--- src/rtl/frame_reader.sv ---
`default_nettype none
// ============================================================================
//  Module   : frame_reader
//  Purpose  : Scan-out stage of the render pipeline. Reads the display half of
//             a double-buffered RGB565 framebuffer in step with the video
//             timing, upscaling WIDTHxHEIGHT to the active raster by address
//             decimation (2**SCALE_LOG replication in both axes), expands the
//             pixel to RGB888, and swaps buffers at the first vblank line
//             under a frame_done / render_start handshake.
//  Ports    : clk_in, rst_n_in (async active-low)
//             hcount_in, vcount_in, active_draw_in, hsync_in, vsync_in : timing
//             frame_done_in    : renderer finished the write buffer (pulse)
//             rd_data_in       : BRAM data, valid 2 cycles after rd_addr_out
//             rd_addr_out      : BRAM read address (base + row*WIDTH + col)
//             clr_we_out, clr_addr_out, clr_data_out : BRAM clear port
//             write_buffer_out : buffer the renderer may write
//             render_start_out : pulse, renderer may begin the next frame
//             overrun_out      : sticky, frame_done arrived out of turn
//             red/green/blue_out, hsync/vsync/active_draw_out : video out,
//             all 4 cycles behind the timing inputs
//  Options  : CLEAR_ON_READ_EN - when defined, each framebuffer word is
//             overwritten with BG_COLOR after its last replica is read.
//  Revision : 1.0 - initial release
// ============================================================================
module frame_reader #(
   parameter int unsigned WIDTH     = 320,
   parameter int unsigned HEIGHT    = 180,
   parameter int unsigned SCALE_LOG = 2,
   parameter int unsigned H_ACTIVE  = 1280,
   parameter int unsigned V_ACTIVE  = 720,
   parameter logic [15:0] BG_COLOR  = 16'h0000
) (
   input  logic        clk_in,
   input  logic        rst_n_in,
   input  logic [10:0] hcount_in,
   input  logic [9:0]  vcount_in,
   input  logic        active_draw_in,
   input  logic        hsync_in,
   input  logic        vsync_in,
   input  logic        frame_done_in,
   input  logic [15:0] rd_data_in,
   output logic [16:0] rd_addr_out,
   output logic        clr_we_out,
   output logic [16:0] clr_addr_out,
   output logic [15:0] clr_data_out,
   output logic        write_buffer_out,
   output logic        render_start_out,
   output logic        overrun_out,
   output logic [7:0]  red_out,
   output logic [7:0]  green_out,
   output logic [7:0]  blue_out,
   output logic        hsync_out,
   output logic        vsync_out,
   output logic        active_draw_out
);

   localparam logic [16:0] C_BUF1_BASE = 17'(WIDTH * HEIGHT);

   typedef enum logic [1:0] {
      ST_INIT      = 2'd0,
      ST_RENDERING = 2'd1,
      ST_PENDING   = 2'd2
   } state_t;

   state_t      state_q, state_d;
   logic        disp_q, disp_d;
   logic        overrun_q, overrun_d;
   logic        render_start_q, render_start_d;

   logic [16:0] rd_addr_q;
   logic [3:0]  act_q, hs_q, vs_q;
   logic [7:0]  red_q, green_q, blue_q;

   logic [16:0] w_col, w_row, w_base, w_rd_addr;
   logic        w_rd_en, w_swap;

   // Read only inside the visible raster so the address never leaves the buffer.
   assign w_rd_en   = active_draw_in && (hcount_in < 11'(H_ACTIVE)) && (vcount_in < 10'(V_ACTIVE));
   assign w_swap    = (hcount_in == 11'd0) && (vcount_in == 10'(V_ACTIVE));
   assign w_col     = 17'(hcount_in >> SCALE_LOG);
   assign w_row     = 17'(vcount_in >> SCALE_LOG);
   assign w_base    = disp_q ? C_BUF1_BASE : 17'd0;
   // Constant multiply reduces to shift-and-add ((row<<8)+(row<<6) for 320).
   assign w_rd_addr = w_base + (w_row * 17'(WIDTH)) + w_col;

   // Buffer-swap handshake
   always_comb begin
      state_d        = state_q;
      disp_d         = disp_q;
      overrun_d      = overrun_q;
      render_start_d = 1'b0;
      case (state_q)
         ST_INIT: begin
            if (frame_done_in) overrun_d = 1'b1;
            if (w_swap) begin
               render_start_d = 1'b1;
               state_d        = ST_RENDERING;
            end
         end
         ST_RENDERING: begin
            if (frame_done_in) begin
               // A frame finished exactly on the swap line is swapped at once.
               if (w_swap) begin
                  disp_d         = ~disp_q;
                  render_start_d = 1'b1;
               end else begin
                  state_d = ST_PENDING;
               end
            end
         end
         ST_PENDING: begin
            if (frame_done_in) overrun_d = 1'b1;
            if (w_swap) begin
               disp_d         = ~disp_q;
               render_start_d = 1'b1;
               state_d        = ST_RENDERING;
            end
         end
         default: state_d = ST_INIT;
      endcase
   end

   always_ff @(posedge clk_in or negedge rst_n_in) begin
      if (!rst_n_in) begin
         state_q        <= ST_INIT;
         disp_q         <= 1'b0;
         overrun_q      <= 1'b0;
         render_start_q <= 1'b0;
      end else begin
         state_q        <= state_d;
         disp_q         <= disp_d;
         overrun_q      <= overrun_d;
         render_start_q <= render_start_d;
      end
   end

   // Address register, BRAM (2 cycles), output register; timing rides a
   // 4-deep shift so it stays aligned with the colour.
   always_ff @(posedge clk_in or negedge rst_n_in) begin
      if (!rst_n_in) begin
         rd_addr_q <= 17'd0;
         act_q     <= 4'd0;
         hs_q      <= 4'd0;
         vs_q      <= 4'd0;
         red_q     <= 8'd0;
         green_q   <= 8'd0;
         blue_q    <= 8'd0;
      end else begin
         if (w_rd_en) rd_addr_q <= w_rd_addr;
         act_q <= {act_q[2:0], active_draw_in};
         hs_q  <= {hs_q[2:0], hsync_in};
         vs_q  <= {vs_q[2:0], vsync_in};
         // act_q[2] is the active flag of the pixel whose data is on rd_data_in now.
         if (act_q[2]) begin
            red_q   <= {rd_data_in[15:11], rd_data_in[15:13]};
            green_q <= {rd_data_in[10:5],  rd_data_in[10:9]};
            blue_q  <= {rd_data_in[4:0],   rd_data_in[4:2]};
         end else begin
            red_q   <= 8'd0;
            green_q <= 8'd0;
            blue_q  <= 8'd0;
         end
      end
   end

`ifdef CLEAR_ON_READ_EN
   logic        clr_pend_q;
   logic        clr_we_q;
   logic [16:0] clr_addr_q;
   logic [15:0] clr_data_q;

   // Clear after the last replica (bottom-right of each block) has been read.
   always_ff @(posedge clk_in or negedge rst_n_in) begin
      if (!rst_n_in) begin
         clr_pend_q <= 1'b0;
         clr_we_q   <= 1'b0;
         clr_addr_q <= 17'd0;
         clr_data_q <= 16'd0;
      end else begin
         clr_pend_q <= w_rd_en && (hcount_in[SCALE_LOG-1:0] == '1)
                               && (vcount_in[SCALE_LOG-1:0] == '1);
         clr_we_q   <= clr_pend_q;
         if (clr_pend_q) begin
            clr_addr_q <= rd_addr_q;
            clr_data_q <= BG_COLOR;
         end
      end
   end

   assign clr_we_out   = clr_we_q;
   assign clr_addr_out = clr_addr_q;
   assign clr_data_out = clr_data_q;
`else
   logic w_unused_bg;
   assign w_unused_bg  = ^BG_COLOR;
   assign clr_we_out   = 1'b0;
   assign clr_addr_out = 17'd0;
   assign clr_data_out = 16'd0;
`endif

   assign rd_addr_out      = rd_addr_q;
   assign write_buffer_out = ~disp_q;
   assign render_start_out = render_start_q;
   assign overrun_out      = overrun_q;
   assign red_out          = red_q;
   assign green_out        = green_q;
   assign blue_out         = blue_q;
   assign hsync_out        = hs_q[3];
   assign vsync_out        = vs_q[3];
   assign active_draw_out  = act_q[3];

endmodule
`default_nettype wire
--- config.mk ---
export PLATFORM = sky130hd
export DESIGN_NAME = frame_reader
export DESIGN_NICKNAME = d
export VERILOG_FILES = /design/src/rtl/frame_reader.sv
export SDC_FILE = /design/constraint.sdc
export NUM_CORES = 1
export LEC_CHECK = 0
export CAP_MARGIN = 40
export CORE_ASPECT_RATIO = 2
export CORE_UTILIZATION = 38
export CTS_CLUSTER_DIAMETER = 40
export CTS_CLUSTER_SIZE = 20
export DETAILED_ROUTE_END_ITERATION = 8
export PLACE_DENSITY = 0.77
export SLEW_MARGIN = 20
export SYNTH_ARGS = -nofsm -noshare
export SYNTH_HDL_FRONTEND = slang
export SYNTH_SLANG_ARGS = --single-unit
--- constraint.sdc ---
create_clock -name clk_in -period 2.45 [get_ports clk_in]
set_clock_uncertainty 0.05 [all_clocks]
set_input_delay 0.49 -clock clk_in [delete_from_list [all_inputs] [get_ports clk_in]]
set_output_delay 0.49 -clock clk_in [all_outputs]
set_load 0.02 [all_outputs]
# After elaboration in Yosys (flattened, before gate mapping)
# Cells that the tools add are included.
# op_classes
addsub,2
n_mul,1
n_lt_le_gt_ge,2
n_eq_ne,6
muxes,14
bitwise,1
n_reduce_logical,10
# ops
operator,n
8-bit two-way mux,3
16-bit by 17-bit adder with 17-bit output,1
17-bit by 9-bit adder with 17-bit output,1
16-bit two-way mux,1
11-bit logical NOT,1
11-bit less-than comparator (second input constant),1
8-bit by 3-bit multiplier with 11-bit output (second input constant),1
10-bit == test (second input constant),1
10-bit less-than comparator (second input constant),1
2-bit two-way mux,3
1-bit two-way mux,4
2-bit != test (second input constant),2
1-bit one-hot mux with 2 select lines,2
2-bit one-hot mux with 2 select lines,1
2-bit AND reduction,2
1-bit logical AND,3
3-bit AND reduction,1
2-bit by 1-bit == test with 1-bit output (second input constant),1
2-bit == test (second input constant),1
2-bit logical NOT,1
2-bit by 1-bit != test with 1-bit output (second input constant),1
2-bit nonzero test,1
2-bit OR reduction,1
1-bit inverter,1
# word_totals
reg_bits,58
in_bits,43
elab_cells,47

# Logic depth before layout (Yosys ltp)
# Gate-level depths: netlist (run 1).
# logic_depth
depth_word,5
mapped_depth,17

# Least setup slack after synthesis (run 1)
# No wires, ideal clock.
# synth_timing
kind,input to register
start,in vcount_in[3]
end,reg rd_addr_q[16] (netlist: rd_addr_out[16])
setup_time_ps,124
arrival_time_ps,3680
required_time_ps,2276
slack_ps,-1403
path_stages,17
n_path_buf,0
path_cell_list,ha_1 ha_1 inv_1 fa_1 and2b_1 o21ai_0 a21oi_1 o21ai_0 nand2_1 xor2_1 ha_1 ha_1 nand2_1 and4bb_1 or3_1 and3_1 o31a_1
# synth_via
elab_chain_cells,3
# synth_lines
item,line_no,text
start: declaration,36,"input logic [9:0] vcount_in,"
8-bit by 3-bit multiplier with 11-bit output,84,assign w_rd_addr = w_base + (w_row * 17'(WIDTH)) + w_col;
16-bit by 17-bit adder with 17-bit output,84,
17-bit by 9-bit adder with 17-bit output,84,
end signal: assignment,149,if (w_rd_en) rd_addr_q <= w_rd_addr;
end: declaration,70,logic [16:0] rd_addr_q;
# Several ways; a longest one is shown, not always the timed one.
# A chain may end at the register's enable or synchronous reset.

# Worst setup path in the final report (run 1)
# layout_timing
start,in vcount_in[5]
end,reg rd_addr_q[16] (netlist: rd_addr_out[16])
# The elaborated chain is that of the path after synthesis.

==> run summary, run 1 <==
met3 usage in global routing: 0.03397
# nets final: 456
IO Port Bufs: 89
pin count of the biggest net entering global routing: 30
hpwl dp: 4581 µm
asr flop ratio synth: 1.000
vias: 2149
Ant. Diodes: 0
HP Class: in -> async
GR Util met1: 0.1722
gr ovfl total: 0
Design Power: 2.899 mW
drt drc: 0
Synth Flop Type: dfrtp_1
Skew-Pair Late Insertion Delay: 0.29 ns
CTS Hold Bufs: 0
violated checks: negative setup slack
vias in the first global route: 2195
register area share after synthesis: 0.4602
upper clock frequency limit: 277.0 MHz
EDFF count, synth: 0
worst slew pin tran: 0.5136 ns
Crit Path Category: in -> reg
Reg2Reg Launch Point: disp_q
startpoint types: input port
Worst Path Required: 2.57 ns
yosys warns: 0
die area: 7517 µm²
Hold Slack: 0.1212 ns
htree depth: 2
antenna viol nets, final: 0
vias per cell: 4.486
Layout area overhead: 65.62%
CTS Buf Count: 5
Data arrival, critical path: 3.73 ns
first-pass GRT wire length: 9818 µm
Mapped Area: 2719 µm²
static leakage: 1.992 nW
top-area cell type share of the netlist area: 0.4602
I/O pin count: 124
CTS Sinks: 50
CTS tree: done
die width: 61.81 µm
Critical R2R Capture: rd_addr_out[16]
Avg Inst Size Synth: 11.23 µm²
R2R setup slack: -0.26 ns
multi-input logic area: 1538 µm²
number of core rows: 43
clock slew at reported path FFs: 0.06 ns
CP startpoint: vcount_in[5]
setup slack at placement: -1.814 ns
Final Max Slew Viols: 0
Final Cycle Share: 1.473
Yosys reg bits: 50
initial antenna violation count: 0
Synth area leader: dfrtp_1
Syn Inst Count: 242
RSZ-0062 raised after global routing: yes
worst-case vdd ir drop: 0.5005 mV
Initial DRC Count: 26
DRT Wirelength: 6189 µm
final worst slack: -1.160 ns
Clock Path Buffers: 2
Max-slew headroom: 0.6576
initial core utilization: 0.3917
run status: finished, violations left
Reg2Reg Depth: 11
Synth area leaders: dfrtp_1 (46%), buf_4 (12%), ha_1 (10%)
total of max-cap violations: 0
Hold Vio Cnt, Final: 0
busiest layer in global routing: met2
layout cells sized above 1: 0.3445
GR Util met2: 0.3333
All-Layer GR Usage: 0.1779
Routed WL per cell: 12.92 µm
die height: 121.6 µm
core region area: 6940 µm²
crit path capture type: flop
PwrDens: 643.9 nW/µm²
crit path max fanout: 3
DRT Pass-1 Iters: 3
Tmin final: 3.610 ns
routability cong.: 0.7621
Synth cell types: 41
Root Buffer: clkbuf_16
Filler cells: 512
Seq. cell area: 1251 µm²
final setup fails: 5
critical path, cell delays in order:
cell      delay [ns]
buf_8           0.10
ha_4            0.26
ha_4            0.13
inv_2           0.04
fa_2            0.32
and2b_2         0.24
o21ai_2         0.07
a21oi_2         0.14
o21ai_1         0.09
nand2_1         0.08
xor2_1          0.20
ha_1            0.30
ha_4            0.24
nand2_2         0.07
and4bb_1        0.20
or3_4           0.37
and3_4          0.15
o31a_1          0.23
cell usage after synthesis, drive strengths merged (2+ instances only):
master / instances
nand2b: 2
nor4: 3
mux2: 9
clkbuf: 2
a21oi: 8
buf: 43
nor2: 9
and3: 2
and2: 17
nand3: 5
o21ai: 12
nor2b: 2
or4: 2
xor2: 6
a21o: 2
ha: 22
dfrtp: 50
inv: 12
xnor2: 4
nand2: 12
fa: 3
flip-flops by register name, indices dropped and copies added, names as in the netlist:
name,count
state_q,2
blue_out,5
red_out,5
render_start_out,1
disp_q,1
overrun_out,1
green_out,6
act_q,4
vs_q,4
rd_addr_out,17
hs_q,4
power breakdown:
group	switching, mW	internal [mW]	total [mW]
Combinational	0.563	0.662	1.23
Sequential	0.0508	0.932	0.982
Clock	0.304	0.387	0.691
Total	0.918	1.98	2.90
per-stage QoR:
| step | setup TNS [ns] | area, µm² | std cells | utilization |
|---|---|---|---|---|
| floorplan | -1.730 | 2929 | 275 | - |
| global placement | -7.811 | 3928 | 451 | 0.5659 |
| detailed placement | -8.481 | 3928 | 451 | 0.5659 |
| CTS | -2.861 | 4466 | 482 | 0.6434 |
| global route | -2.833 | 4503 | 479 | 0.6488 |
| finish | -2.400 | 4503 | 479 | 0.6488 |
placed cells by master, fill, tap and decap left out, drive strengths merged, types with 3 or more instances in the layout:
cell | Yosys | routed
a21oi | 8 | 8
buf | 43 | 68
dfrtp | 50 | 50
conb | 1 | 34
xor2 | 6 | 6
and2 | 17 | 17
xnor2 | 4 | 4
nor4 | 3 | 3
ha | 22 | 22
o21ai | 12 | 12
fa | 3 | 3
mux2 | 9 | 9
inv | 12 | 14
clkdlybuf4s50 | 0 | 79
clkbuf | 2 | 5
dlygate4sd2 | 0 | 3
nand2 | 12 | 12
nor2 | 9 | 9
nand3 | 5 | 5
timing repair:
action	CTS	global route
endpoints found under the setup margin	9	6
buffers inserted	24	5
resized for setup	74	16
endpoints found under the hold margin	0	0
pin swaps	34	22
cell families after synthesis:
logic type,Yosys count,synth area share
AND/OR/NAND/NOR,60,0.1293
buffers and inverters,57,0.1371
flip-flops,50,0.4602
AO/OA/AOI/OAI,30,0.07915
adder cells (fa/ha/maj),25,0.1233
XOR/XNOR,10,0.03221
multiplexers,9,0.03728
other,1,0.001379
per-layer routing:
metal  vias up  part of all wire
met5         -                 0
met4         0             0.027
met3        13             0.053
met2       102              0.59
met1      1006              0.33
li1       1028                 -
worst max-delay path by stage:
stage,to,slack (ns),cells past startpoint
global route,rd_addr_out[16],-1.25,18
finish,rd_addr_out[16],-1.16,18
floorplan,rd_addr_out[16],-1.11,17
detailed placement,rd_addr_out[16],-1.81,18
global placement,rd_addr_out[16],-1.68,18
CTS,rd_addr_out[16],-1.06,18
layout make-up:
cell class | instances | area share
multi-input cells | 168 | 0.3415
repair buffers | 151 | 0.3120
flip-flops and latches | 50 | 0.2779
clock buffers | 5 | 0.02779
well taps | 90 | 0.02501
inverters | 12 | 0.01000
clock inverters | 3 | 0.005835
No activity file was read; power rests on OpenSTA's default activity.
==> inputs of run 2 (changes only) <==
--- a/config.mk
+++ b/config.mk
@@ -7,6 +7,7 @@
 export LEC_CHECK = 0
 export CAP_MARGIN = 40
 export CORE_ASPECT_RATIO = 2
+export CORE_MARGIN = 1.5
 export CORE_UTILIZATION = 38
 export CTS_CLUSTER_DIAMETER = 40
 export CTS_CLUSTER_SIZE = 20
==> run summary, run 2 (same netlist as run 1, synthesis figures left out) <==
vias: 2104
Design Power: 2.882 mW
PwrDens: 650.8 nW/µm²
placed cell count: 450
total of max-cap violations: 0
Skew-Pair Late Insertion Delay: 0.29 ns
CTS Hold Bufs: 0
CTS tree: done
most used cell, CP: ha_4
final setup fails: 4
RSZ-0062 raised after global routing: yes
Clock Path Buffers: 2
DRT Wirelength: 6143 µm
crit path capture type: flop
violated checks: negative setup slack
final worst slack: -1.094 ns
vias in the first global route: 2202
Filler cells: 524
commonest non-fill, non-tap cell in the layout: clkdlybuf4s50_1
initial core utilization: 0.3917
Crit Path Category: in -> reg
upper clock frequency limit: 282.2 MHz
dpl cell area: 3920 µm²
number of core rows: 43
static leakage: 1.957 nW
core region area: 6940 µm²
Root Buffer: clkbuf_16
CP Cell Sequence: buf_8, ha_4, ha_4, inv_4, fa_2, and2b_2, o21ai_2, a21oi_2, o21ai_1, nand2_1, xor2_1, ha_1, ha_4, nand2_1, and4bb_1, or3_4, and3_4, o31a_1
crit path max fanout: 3
htree depth: 2
Final Cycle Share: 1.446
Initial DRC Count: 34
Layout area overhead: 62.86%
Tmin final: 3.544 ns
# nets final: 443
die area: 7702 µm²
final core occ: 0.6380
Crit-path slowest cell: fa_2
CTS Buf Count: 5
Setup TNS: -1.818 ns
gr ovfl total: 0
commonest non-fill, non-tap cells in the layout: clkdlybuf4s50_1 (80), dfrtp_1 (50), buf_4 (41)
Crit path max-delay family: adder cells
pin count of the biggest net entering global routing: 30
Routed WL per cell: 13.18 µm
die height: 122.6 µm
Max-slew headroom: 0.5853
worst-case vdd ir drop: 0.2999 mV
HP Class: in -> async
vias per cell: 4.515
CTS Sinks: 50
DRT Pass-1 Iters: 4
Final Max Slew Viols: 0
startpoint types: input port
layout cells sized above 1: 0.3324
fin cells: 466
Hold Vio Cnt, Final: 0
final instance area: 4428 µm²
crit-path max cell delay: 0.36 ns
clock slew at reported path FFs: 0.07 ns
run status: finished, violations left
initial antenna violation count: 0
first-pass GRT wire length: 9977 µm
antenna viol nets, final: 0
hpwl dp: 4673 µm
All-Layer GR Usage: 0.1675
Bufs and invs on worst path: 2
max reg flops: 17
Worst Path Required: 2.57 ns
worst slew pin tran: 0.6221 ns
Seq. cell area: 1251 µm²
multi-input logic area: 1570 µm²
IO Port Bufs: 89
I/O pin count: 124
Ant. Diodes: 0
die width: 62.81 µm
routability cong.: 0.8209
drt drc: 0
Data arrival, critical path: 3.67 ns
[run 2: cell types whose count changed in the layout (fill, tap and decap cells not counted), moves of 2 or more]
cell and delta:
nand3_2 +2, nand3_1 -2, buf_6 -2, buf_4 -12
[run 2: what timing repair did]
action / in CTS / in global routing
setup endpoints to repair: 9 / 8
pin swaps: 28 / 29
resized for setup: 64 / 26
setup buffers: 7 / 8
[run 2: power by group]
group          internal, mW  total [mW]  switching (mW)
clock network         0.391       0.701           0.310
registers             0.932       0.984          0.0522
logic                 0.637        1.20           0.560
total                  1.96        2.88           0.922
[run 2: cell type report]
class,count,area share
multi-input cells,168,0.3546
repair buffers,138,0.2919
flip-flops and latches,50,0.2826
clock buffers,5,0.02826
well taps,90,0.02543
inverters,12,0.01074
clock inverters,3,0.006499
[run 2: worst paths after layout]
| path | start | endpoint | slack (ns) | depth (start not counted) |
|---|---|---|---|---|
| max | vcount_in[5] | rd_addr_out[16] | -1.09 | 18 |
| min | rst_n_in | hs_q[3] | 0.16 | 1 |
| max reg2reg | disp_q | rd_addr_out[16] | -0.22 | 11 |
| min reg2reg | act_q[0] | act_q[1] | 0.30 | 0 |
| max in group asynchronous | rst_n_in | rd_addr_out[0] | 1.59 | 2 |
| min in group clk_in | act_q[0] | act_q[1] | 0.30 | 0 |
[run 2: layer usage]
layer | track usage | share of wire | vias up
met5 | 0 | 0 | -
met4 | 0.09167 | 0.036 | 0
met3 | 0.03391 | 0.056 | 14
met2 | 0.3333 | 0.59 | 103
met1 | 0.1543 | 0.32 | 987
li1 | - | - | 1000
[run 2: through the flow]
stage	hold slack (ns)	setup WS, ns
6_report	0.1588	-1.094
5_1_grt	0.1976	-1.217
4_1_cts	0.1748	-1.022
3_5_place_dp	0.2856	-1.783
3_3_place_gp	0.2825	-1.668
2_1_floorplan	0.1444	-1.108
==> inputs of run 3 (changes only) <==
--- a/config.mk
+++ b/config.mk
@@ -12,7 +12,7 @@
 export CTS_CLUSTER_DIAMETER = 40
 export CTS_CLUSTER_SIZE = 20
 export DETAILED_ROUTE_END_ITERATION = 8
-export PLACE_DENSITY = 0.77
+export PLACE_DENSITY = 0.85
 export SLEW_MARGIN = 20
 export SYNTH_ARGS = -nofsm -noshare
 export SYNTH_HDL_FRONTEND = slang
==> run summary, run 3 (same netlist as run 1, synthesis figures left out) <==
CP Cell Sequence: buf_8, ha_4, ha_4, inv_2, fa_2, and2b_2, o21ai_4, a21oi_2, o21ai_1, nand2_1, xor2_1, ha_1, ha_4, nand2_1, and4bb_1, or3_1, and3_1, o31a_1
layout cells sized above 1: 0.3003
fin cells: 463
vias in the first global route: 2210
most used cell, CP: ha_4
run status: finished, violations left
number of core rows: 43
Clock Path Buffers: 2
Worst Path Required: 2.57 ns
I/O pin count: 124
DRT Pass-1 Iters: 4
final worst slack: -1.066 ns
CTS Buf Count: 5
clock slew at reported path FFs: 0.07 ns
Root Buffer: clkbuf_16
Final Cycle Share: 1.435
commonest non-fill, non-tap cell in the layout: clkdlybuf4s50_1
Crit-path slowest cell: fa_2
upper clock frequency limit: 284.4 MHz
Routed WL per cell: 13.61 µm
core region area: 6940 µm²
final instance area: 4318 µm²
first-pass GRT wire length: 10010 µm
All-Layer GR Usage: 0.1682
routability cong.: 0.7793
commonest non-fill, non-tap cells in the layout: clkdlybuf4s50_1 (79), dfrtp_1 (50), buf_4 (41)
drt drc: 0
CTS Sinks: 50
initial antenna violation count: 0
R2R setup slack: -0.30 ns
IO Port Bufs: 89
pin count of the biggest net entering global routing: 26
Layout area overhead: 58.81%
PwrDens: 647.5 nW/µm²
Skew-Pair Late Insertion Delay: 0.29 ns
placed cell count: 448
DRT Wirelength: 6302 µm
HP Class: in -> async
crit-path max cell delay: 0.33 ns
die height: 122.6 µm
Ant. Diodes: 0
vias: 2129
die width: 62.81 µm
startpoint types: input port
Tmin final: 3.516 ns
Data arrival, critical path: 3.64 ns
violated checks: negative setup slack
max reg flops: 17
final setup fails: 4
gr ovfl total: 0
die area: 7702 µm²
CTS tree: done
Critical R2R Capture: rd_addr_out[16]
initial core utilization: 0.3917
hpwl dp: 4825 µm
total of max-cap violations: 0
Initial DRC Count: 75
Crit Path Category: in -> reg
vias per cell: 4.598
worst-case vdd ir drop: 0.3579 mV
crit path capture type: flop
Reg2Reg Launch Point: disp_q
CTS Hold Bufs: 0
# nets final: 440
htree depth: 2
Reg2Reg Depth: 11
dpl cell area: 3905 µm²
crit path max fanout: 3
Final Max Slew Viols: 0
static leakage: 1.909 nW
RSZ-0062 raised after global routing: yes
final core occ: 0.6221
antenna viol nets, final: 0
Hold Vio Cnt, Final: 0
run 3: cell type report:
| class | instances | area, µm² |
|---|---|---|
| well taps | 90 | 112.6 |
| clock inverters | 2 | 12.51 |
| clock buffers | 6 | 138.9 |
| inverters | 12 | 45.04 |
| fillers | 512 | 2623 |
| multi-input cells | 168 | 1490 |
| flip-flops and latches | 50 | 1251 |
| repair buffers | 135 | 1267 |
run 3: what timing repair did:
| item | in CTS | in global routing |
|---|---|---|
| endpoints found under the hold margin | 0 | 0 |
| buffers inserted | 6 | 4 |
| resized for setup | 62 | 11 |
| pin swaps | 28 | 16 |
| setup endpoints to repair | 9 | 5 |
run 3: worst max-delay path by stage:
stage / from / to / slack, ns / cells past startpoint
2_1_floorplan: vcount_in[5] / rd_addr_out[16] / -1.11 / 17
3_3_place_gp: vcount_in[3] / rd_addr_out[16] / -1.73 / 18
3_5_place_dp: vcount_in[3] / rd_addr_out[16] / -1.84 / 18
4_1_cts: vcount_in[5] / rd_addr_out[16] / -1.01 / 18
5_1_grt: vcount_in[3] / rd_addr_out[16] / -1.17 / 18
6_report: vcount_in[3] / rd_addr_out[16] / -1.07 / 18
run 3: power by group:
group	internal [mW]	leakage [nW]	switching, mW
clock	0.404	0.0729	0.283
sequential	0.932	0.608	0.0522
combinational	0.592	1.23	0.533
total	1.93	1.91	0.868
run 3: worst max-delay path, delay by kind of cell:
kind / cells / cell delay, ns
buffers and inverters: 2 / 0.14
AND/OR/NAND/NOR: 6 / 1.08
adder cells (fa/ha/maj): 5 / 1.28
AO/OA/AOI/OAI: 4 / 0.50
XOR/XNOR: 1 / 0.15
run 3: metrics by stage:
step	power, mW	setup slack [ns]	TNS (ns)	hold slack (ns)
2_1_floorplan	1.566	-1.108	-1.730	0.1444
3_3_place_gp	1.977	-1.728	-8.083	0.2824
3_5_place_dp	2.014	-1.844	-8.760	0.2847
4_1_cts	2.782	-1.010	-1.774	0.05605
5_1_grt	2.942	-1.165	-2.180	0.07323
6_report	2.796	-1.066	-1.754	0.04559
run 3: per-layer routing:
| metal | part of all wire | up-vias | routed length, µm | GRT usage |
|---|---|---|---|---|
| met5 | 0 | - | 0 | 0 |
| met4 | 0.032 | 0 | 202 | 0.06944 |
| met3 | 0.052 | 15 | 327 | 0.02750 |
| met2 | 0.61 | 103 | 3863 | 0.3642 |
| met1 | 0.30 | 1017 | 1908 | 0.1427 |
| li1 | - | 994 | - | - |
